`src/rtl/write_back_unit_if.sv`:
```
// Write-back buffer handshake plus register-file write port of the write-back unit.
// master = upstream buffer / observer side, slave = write_back_unit.
interface write_back_unit_if #(
    parameter int DATA_W = 16,
    parameter int ADDR_W = 3,
    parameter int CNT_W  = 16
);
    logic              inValid;
    logic              inReady;
    logic              inWriteEnable1;
    logic [ADDR_W-1:0] inAddress1;
    logic [DATA_W-1:0] inData1;
    logic              inWriteEnable2;
    logic [ADDR_W-1:0] inAddress2;
    logic [DATA_W-1:0] inData2;
    logic              writeEnable;
    logic [ADDR_W-1:0] writeAddress;
    logic [DATA_W-1:0] writeData;
    logic [CNT_W-1:0]  retireCount;

    modport master (
        output inValid, inWriteEnable1, inAddress1, inData1,
               inWriteEnable2, inAddress2, inData2,
        input  inReady, writeEnable, writeAddress, writeData, retireCount
    );

    modport slave (
        input  inValid, inWriteEnable1, inAddress1, inData1,
               inWriteEnable2, inAddress2, inData2,
        output inReady, writeEnable, writeAddress, writeData, retireCount
    );
endinterface

```
`src/rtl/write_back_unit.sv`:
```
// Write-back stage: drives the single register-file write port, serialising
// dual-destination instructions over two cycles, and counts retired instructions.
module write_back_unit #(
    parameter int DATA_W = 16,
    parameter int ADDR_W = 3,
    parameter int CNT_W  = 16
) (
    input  logic                clk,
    input  logic                rst,
    write_back_unit_if.slave    bus
);

    typedef enum logic [0:0] {
        S_IDLE   = 1'b0,
        S_SECOND = 1'b1
    } state_t;

    state_t            r_state;
    logic              r_wr_en;
    logic [ADDR_W-1:0] r_wr_addr;
    logic [DATA_W-1:0] r_wr_data;
    logic [ADDR_W-1:0] r_hold_addr;
    logic [DATA_W-1:0] r_hold_data;
    logic [CNT_W-1:0]  r_count;

    assign bus.inReady      = (r_state == S_IDLE);
    assign bus.writeEnable  = r_wr_en;
    assign bus.writeAddress = r_wr_addr;
    assign bus.writeData    = r_wr_data;
    assign bus.retireCount  = r_count;

    // Accept/drain FSM with registered write port, slot-2 holding register and retire counter
    always_ff @(posedge clk or negedge rst) begin
        if (!rst) begin
            r_state     <= S_IDLE;
            r_wr_en     <= 1'b0;
            r_wr_addr   <= {ADDR_W{1'b0}};
            r_wr_data   <= {DATA_W{1'b0}};
            r_hold_addr <= {ADDR_W{1'b0}};
            r_hold_data <= {DATA_W{1'b0}};
            r_count     <= {CNT_W{1'b0}};
        end else begin
            case (r_state)
                S_IDLE: begin
                    if (bus.inValid) begin
                        r_count <= r_count + {{(CNT_W-1){1'b0}}, 1'b1};
                        case ({bus.inWriteEnable1, bus.inWriteEnable2})
                            2'b10: begin
                                r_wr_en   <= 1'b1;
                                r_wr_addr <= bus.inAddress1;
                                r_wr_data <= bus.inData1;
                            end
                            2'b01: begin
                                r_wr_en   <= 1'b1;
                                r_wr_addr <= bus.inAddress2;
                                r_wr_data <= bus.inData2;
                            end
                            2'b11: begin
                                // slot 1 goes out now, slot 2 is parked for the drain cycle
                                r_wr_en     <= 1'b1;
                                r_wr_addr   <= bus.inAddress1;
                                r_wr_data   <= bus.inData1;
                                r_hold_addr <= bus.inAddress2;
                                r_hold_data <= bus.inData2;
                                r_state     <= S_SECOND;
                            end
                            default: begin
                                r_wr_en <= 1'b0;
                            end
                        endcase
                    end else begin
                        r_wr_en <= 1'b0;
                    end
                end
                S_SECOND: begin
                    r_wr_en   <= 1'b1;
                    r_wr_addr <= r_hold_addr;
                    r_wr_data <= r_hold_data;
                    r_state   <= S_IDLE;
                end
                default: begin
                    r_wr_en <= 1'b0;
                    r_state <= S_IDLE;
                end
            endcase
        end
    end

endmodule

```
`src/flat_wrapper.sv`:
```
// flat-port wrapper written by rule: the top's interface ports become plain ports
module write_back_unit_flat 
#(
    parameter int DATA_W = 16,
    parameter int ADDR_W = 3,
    parameter int CNT_W  = 16
)
  (clk, rst, bus_inValid, bus_inWriteEnable1, bus_inAddress1, bus_inData1, bus_inWriteEnable2, bus_inAddress2, bus_inData2, bus_inReady, bus_writeEnable, bus_writeAddress, bus_writeData, bus_retireCount);
  write_back_unit_if #(.DATA_W(DATA_W), .ADDR_W(ADDR_W), .CNT_W(CNT_W)) bus_i ();
  input  logic clk;
  input  logic rst;
  input wire logic [$bits(bus_i.inValid)-1:0] bus_inValid;
  input wire logic [$bits(bus_i.inWriteEnable1)-1:0] bus_inWriteEnable1;
  input wire logic [$bits(bus_i.inAddress1)-1:0] bus_inAddress1;
  input wire logic [$bits(bus_i.inData1)-1:0] bus_inData1;
  input wire logic [$bits(bus_i.inWriteEnable2)-1:0] bus_inWriteEnable2;
  input wire logic [$bits(bus_i.inAddress2)-1:0] bus_inAddress2;
  input wire logic [$bits(bus_i.inData2)-1:0] bus_inData2;
  output wire logic [$bits(bus_i.inReady)-1:0] bus_inReady;
  output wire logic [$bits(bus_i.writeEnable)-1:0] bus_writeEnable;
  output wire logic [$bits(bus_i.writeAddress)-1:0] bus_writeAddress;
  output wire logic [$bits(bus_i.writeData)-1:0] bus_writeData;
  output wire logic [$bits(bus_i.retireCount)-1:0] bus_retireCount;
  assign bus_i.inValid = bus_inValid;
  assign bus_i.inWriteEnable1 = bus_inWriteEnable1;
  assign bus_i.inAddress1 = bus_inAddress1;
  assign bus_i.inData1 = bus_inData1;
  assign bus_i.inWriteEnable2 = bus_inWriteEnable2;
  assign bus_i.inAddress2 = bus_inAddress2;
  assign bus_i.inData2 = bus_inData2;
  assign bus_inReady = bus_i.inReady;
  assign bus_writeEnable = bus_i.writeEnable;
  assign bus_writeAddress = bus_i.writeAddress;
  assign bus_writeData = bus_i.writeData;
  assign bus_retireCount = bus_i.retireCount;
  write_back_unit #(.DATA_W(DATA_W), .ADDR_W(ADDR_W), .CNT_W(CNT_W)) u_core (.clk(clk), .rst(rst), .bus(bus_i));
endmodule
```
`config.mk`:
```
export PLATFORM = sky130hd
export DESIGN_NAME = write_back_unit_flat
export DESIGN_NICKNAME = d
export VERILOG_FILES = /design/src/rtl/write_back_unit_if.sv /design/src/rtl/write_back_unit.sv /design/src/flat_wrapper.sv
export SDC_FILE = /design/constraint.sdc
export NUM_CORES = 1
export LEC_CHECK = 0
export ABC_CLOCK_PERIOD_IN_PS = 1200
export CORE_ASPECT_RATIO = 0.8
export CORE_UTILIZATION = 42
export CTS_BUF_LIST = sky130_fd_sc_hd__clkbuf_16
export CTS_CLUSTER_SIZE = 24
export DETAILED_ROUTE_END_ITERATION = 10
export PLACE_DENSITY = 0.8
export SETUP_SLACK_MARGIN = 0.02
export SYNTH_ARGS = -nofsm -noshare
export SYNTH_HDL_FRONTEND = slang
export SYNTH_SLANG_ARGS = --single-unit
```
`constraint.sdc`:
```
create_clock -name clk -period 1.2 [get_ports clk]
set_input_delay 0.18 -clock clk [delete_from_list [all_inputs] [get_ports clk]]
set_output_delay 0.18 -clock clk [all_outputs]
set_load 0.005 [all_outputs]
```
* Word level (Yosys, flattened, before mapping)
Cells that the tools add are included.
** Cells by class
- $add $sub $neg :: 1
- Eq/ne operators :: 5
- Muxes and demuxes :: 12
- Bitwise logic cells :: 1
- Reduce and logical (&&, ||, !) cells :: 5
** Operators with widths (number)
- 16-bit case mux with 2 select lines :: 2
- 16-bit by 1-bit adder with 16-bit output, second input constant :: 1
- 16-bit 2-to-1 mux :: 1
- 3-bit case mux with 2 select lines :: 2
- 2-bit == test, second input constant :: 2
- 1-bit 2-to-1 mux :: 4
- 1-bit case mux with 2 select lines :: 2
- 2-bit AND reduction :: 2
- 3-bit 2-to-1 mux :: 1
- 3-bit by 2-bit inequality test with 1-bit output, second input constant :: 1
- 3-bit AND reduction :: 1
- 3-bit OR reduction :: 1
- 2-bit by 1-bit == test with 1-bit output, second input constant :: 1
- 2-bit inequality test, second input constant :: 1
- 2-bit OR reduction :: 1
- 1-bit NOT :: 1
** Word-level totals
- Register bits :: 56
- Input bits :: 43

* Depth between registers and ports, before layout
- Word-level depth :: 5
- Mapped depth :: 6
- Gate-level depth less buffers :: 5

* Worst setup path before layout
OpenSTA, ideal clock, no wires.
- Path kind :: register to register
- From :: reg u_core.r_count[0] (netlist: u_core.bus.retireCount[0])
- To :: reg u_core.r_count[12] (netlist: u_core.bus.retireCount[12])
- Library setup time :: 80 ps
- Arrival time :: 1249 ps
- Path slack :: -129 ps
- Cell stages (with the launch flop) :: 6
- Path buffers :: 0
- Path through :: dfrtp_1 -> ha_1 -> nand3b_4 -> or2_4 -> nor4_4 -> xnor2_1
** On the way
- Word-level cells in the longest chain between the ends :: 1
** RTL lines
- start, declared :: line write_back_unit.sv:24 : logic [CNT_W-1:0] r_count;
- start signal, assigned :: line write_back_unit.sv:41 : r_count <= {CNT_W{1'b0}};
- start signal, assigned :: line write_back_unit.sv:46 : r_count <= r_count + {{(CNT_W-1){1'b0}}, 1'b1};
- 16-bit by 1-bit adder with 16-bit output :: line write_back_unit.sv:46
No other way between the ends.
A chain may end at the register's enable or synchronous reset.

* Worst setup path in the final report
- From :: reg u_core.r_state
- To :: reg u_core.r_count[15] (netlist: u_core.bus.retireCount[15])
** On the way
- Word-level cells in the longest chain between the ends :: 2
** RTL lines
- start, declared :: line write_back_unit.sv:18 : state_t r_state;
- start signal, assigned :: line write_back_unit.sv:35 : r_state <= S_IDLE;
- start signal, assigned :: line write_back_unit.sv:65 : r_state <= S_SECOND;
- start signal, assigned :: line write_back_unit.sv:79 : r_state <= S_IDLE;
- 1-bit NOT (no line)
- 2-bit AND reduction (no line)
No other way between the ends.

==> reports/results.txt <==
Setup violations remaining at the end of the flow were counted as 54. Entering global routing, the biggest net connects 57 pins. Summing all non-filler instances in the final layout gives an area of 0.00429 sq mm.

Traced cell by cell, the critical path runs through buf_6 > nand4b_1 > nor2_4 > nand4_1 > xnor2_1. Setup repair after global routing could not meet its margin everywhere. Clock transition time at the flip-flop clock pins of the worst setup and hold paths: 0.07 ns. The slew of the pin with the lowest slew margin works out to 0.299 ns. For this design the top-level I/O count stands at 80. Final cell count without fillers: 434. After detailed routing, the average wire length per cell comes to 16.2 um. The width of the die was 89.3 um; the number of global-route vias before repair was 2,257. The logs give 25 for the site row count and 0 for the number of synthesis warnings. Cells fill 73.0% of the core in the end.

The tools report the wire length of the first global-routing pass as 10,700 um. The simple-gate portion of the synthesized area works out to 10.3%. After synthesis, the share of flip-flops with an asynchronous set or reset is 100%. The time the final worst path needs with I/O delays and setup was 1.41 ns. The placer's final routability congestion estimate was 0.797; the overflow left after global routing was 0. The synthesized design devotes to its leading area cell type 54.7% of total area. The critical path is of the flip-flop to flip-flop type. The average size of a mapped cell was 12.4 sq um. The insertion delay to the later sink of the worst-skew pair was 0.29 ns.

Once detail routing completed, the nets flagged for antenna violations numbered 0. The endpoint type of the worst setup path is a flip-flop. After the first detailed-routing iteration, the DRC count stood at 61. Number of library cell types mapped by synthesis: 30. The critical path's slowest cell is sky130_fd_sc_hd__dfrtp_1. The initial utilization of the core area, before any placement, comes to 43.5%.

Counting every sink on the clock net gives 56. Of the available clock period, the critical path in the final layout requires 117%. Among all cell types in the netlist, the one instantiated most often is sky130_fd_sc_hd__dfrtp_1.

The number of max-cap violations is 0. Data on the critical path arrives at its endpoint at 1.58 ns. The number of placed instances, taps included, is 389. Areal power density over the cells: 1370 mW/mm^2. Counting along the longest clock path gives a buffer depth of 2. Layout overhead on the synthesized area: 67.6%. After Yosys synthesis, full adders, half adders and majority gates account for 0.489% of the synthesized area. Input and output buffers added on the ports amount to 79. The first detailed-routing pass took 4 iterations. The die outline area came out at 0.00641 sq mm. The logs give 0.00370 sq mm for the cell area after placement and 2.09 nW for the total leakage power. Across all layers, the routed design uses 2,219 vias. The H-tree was split into 2 levels. The logs give 22.1% for the overall global routing resource usage and -6.53 ns for the setup total negative slack.

The xor and xnor fraction of the mapped netlist area was 5.13%. The average vias per placed instance was 5.11; the timing-limited maximum frequency was 711 MHz. The startpoint class of the critical path was a flip-flop. In this run the cell area of the synthesized design comes to 0.00256 sq mm. After layout, the design draws a total of 5.89 mW.

The number of antenna violations at the first check in global routing is 0. Cells with a size suffix above 1 make up 37.7% of the layout. The pre-CTS worst setup slack was -0.466 ns; the number of clock buffers inserted by TritonCTS was 5. Of the synthesized area, sequential elements account for 54.7%. On the critical path the largest part of the delay comes from simple AND/OR/NAND/NOR gates. In this run the worst path has a maximum fanout of 5.

For the post-route worst hold slack, the log shows 0.423 ns. The checks that failed: negative setup slack. In the routed design, unresolved DRC markers number 0.

Compound-cell area share of the yosys netlist: 13.2%. By count the netlist is led by sky130_fd_sc_hd__dfrtp_1 (56), sky130_fd_sc_hd__a22oi_1 (28), sky130_fd_sc_hd__mux2_4 (19). The run gives 396 as the net count reported at finish. The number of pins with negative max-slew slack in the final report is 0, and the highest ir drop seen on vdd is 0.969 mV. Yosys attributes the largest share of cell area to sky130_fd_sc_hd__dfrtp_1 (55%), sky130_fd_sc_hd__mux2_4 (11%), sky130_fd_sc_hd__a22oi_1 (8.2%). The total buffers and inverters traversed by the critical path was 1. The total wire length after detailed routing was 7030 um.

For the worst clock skew on the final layout, the log shows 0.00539 ns. Most instantiated flip-flop cell in the synthesis netlist: sky130_fd_sc_hd__dfrtp_1. Dominant combinational cell family by area after synthesis: compound AO/OA/AOI/OAI gates.

TritonCTS built the clock tree. Synthesis inferred 56 register bits. The post-synth net total came out at 250. The path category of the worst min-delay check was input port to asynchronous set/reset pin.

The y dimension of the die was 71.8 um; the critical path data required time was 1.37 ns. The half-perimeter wire length after detailed placement came out at 4510 um. The flow ran to the end, but the final reports show violations. Number of standard cells after synthesis: 206. The largest total area in the synthesized netlist belongs to sky130_fd_sc_hd__dfrtp_1. The total count of hold-check failures in the final report is 0, and the worst setup slack after layout is -0.206 ns. Proportion of synthesized area in mux cells: 13.1%. The largest single stage delay on the critical path is 0.41 ns. The cell sitting at the root of the clock tree is a sky130_fd_sc_hd__clkbuf_16.

0 antenna diodes ended up in the layout. In this run the standard cell core region covers 0.00588 sq mm. Headroom to the max-slew limit came out at 80.1%. Counting flops with a built-in enable in the synthesized netlist gives 0.
==> state kept, by name (all words and copies together) (netlist names) <==
register                 cells
u_core.bus.retireCount      16
u_core.bus.writeData        16
u_core.r_hold_data          16
u_core.bus.writeAddress      3
u_core.r_hold_addr           3
u_core.bus.writeEnable       1
u_core.r_state               1
==> worst register-to-register path, cell delays in order (launching register included) <==
cell and delay [ns]:
sky130_fd_sc_hd__dfrtp_1 0.41, sky130_fd_sc_hd__buf_6 0.13, sky130_fd_sc_hd__nand4b_1 0.28, sky130_fd_sc_hd__nor2_4 0.20, sky130_fd_sc_hd__nand4_1 0.12, sky130_fd_sc_hd__xnor2_1 0.15
==> layer usage <==
layer	vias up	routed length (um)	global-route usage [%]
li1	1034	-	-
met1	1098	3070	28.6
met2	77	3510	37.1
met3	10	321	4.38
met4	0	124	7.58
met5	-	0	0
==> path summary, 6_finish.rpt <==
kind / slack [ns] / start / to / cells past startpoint
min in group clk: 0.49 / u_core.bus.writeData[13]$_DFFE_PN0P_ / u_core.bus.writeData[13]$_DFFE_PN0P_ / 2
worst max-delay path: -0.21 / u_core.r_state$_DFF_PN0_ / u_core.bus.retireCount[15]$_DFFE_PN0P_ / 5
worst min-delay path: 0.42 / rst / u_core.bus.writeEnable$_DFF_PN0_ / 3
max in group asynchronous: 0.51 / rst / u_core.bus.retireCount[6]$_DFFE_PN0P_ / 3
worst max register to register: -0.21 / u_core.r_state$_DFF_PN0_ / u_core.bus.retireCount[15]$_DFFE_PN0P_ / 5
worst min register to register: 0.49 / u_core.bus.writeData[13]$_DFFE_PN0P_ / u_core.bus.writeData[13]$_DFFE_PN0P_ / 2
==> layout by cell type (no fill, tap or decap), types with 2 or more instances in the layout <==
master	n
sky130_fd_sc_hd__a21oi_1	4
sky130_fd_sc_hd__a22oi_1	23
sky130_fd_sc_hd__a22oi_2	5
sky130_fd_sc_hd__buf_12	4
sky130_fd_sc_hd__buf_2	4
sky130_fd_sc_hd__buf_4	45
sky130_fd_sc_hd__buf_6	23
sky130_fd_sc_hd__clkbuf_16	6
sky130_fd_sc_hd__clkdlybuf4s50_1	38
sky130_fd_sc_hd__clkinvlp_4	2
sky130_fd_sc_hd__dfrtp_1	55
sky130_fd_sc_hd__dlygate4sd2_1	31
sky130_fd_sc_hd__inv_1	3
sky130_fd_sc_hd__mux2_4	19
sky130_fd_sc_hd__mux2i_1	5
sky130_fd_sc_hd__nand2_1	12
sky130_fd_sc_hd__nand4_1	5
sky130_fd_sc_hd__nor2_1	5
sky130_fd_sc_hd__nor2_4	5
sky130_fd_sc_hd__nor4_4	2
sky130_fd_sc_hd__o21ai_1	17
sky130_fd_sc_hd__xnor2_1	10
sky130_fd_sc_hd__xor2_1	4
==> cell families after synthesis <==
family | Yosys count
AOI/OAI and AO/OA | 53
xor gates and xnor gates | 15
adders and majority gates | 1
buffers and inverters | 15
DFF | 56
muxes | 24
and+or+nand+nor | 42
==> final cells by class <==
type	instances	area (sq um)
timing repair buffer	150	1420
sequential	56	1400
multi-input combinational	135	1210
clock inverter	3	18.8
tap	81	101
inverter	4	15.0
fill	426	1590
clock buffer	5	125
==> report_power, final <==
part	switching, mW	leakage, nW	total (mW)	internal, mW
Combinational	0.744	1.33	2.02	1.27
Clock	0.644	0.0635	1.41	0.767
Sequential	0.234	0.693	2.46	2.23
==> what timing repair did <==
action	4_1_cts	5_1_grt
buffers inserted	25	10
hold endpoints to repair	56	0
pin swaps	8	10
gates cloned	1	1
gates resized for setup	95	35
hold buffers	1	0
setup endpoints to repair	87	57
No activity file was read; power rests on OpenSTA's default activity.
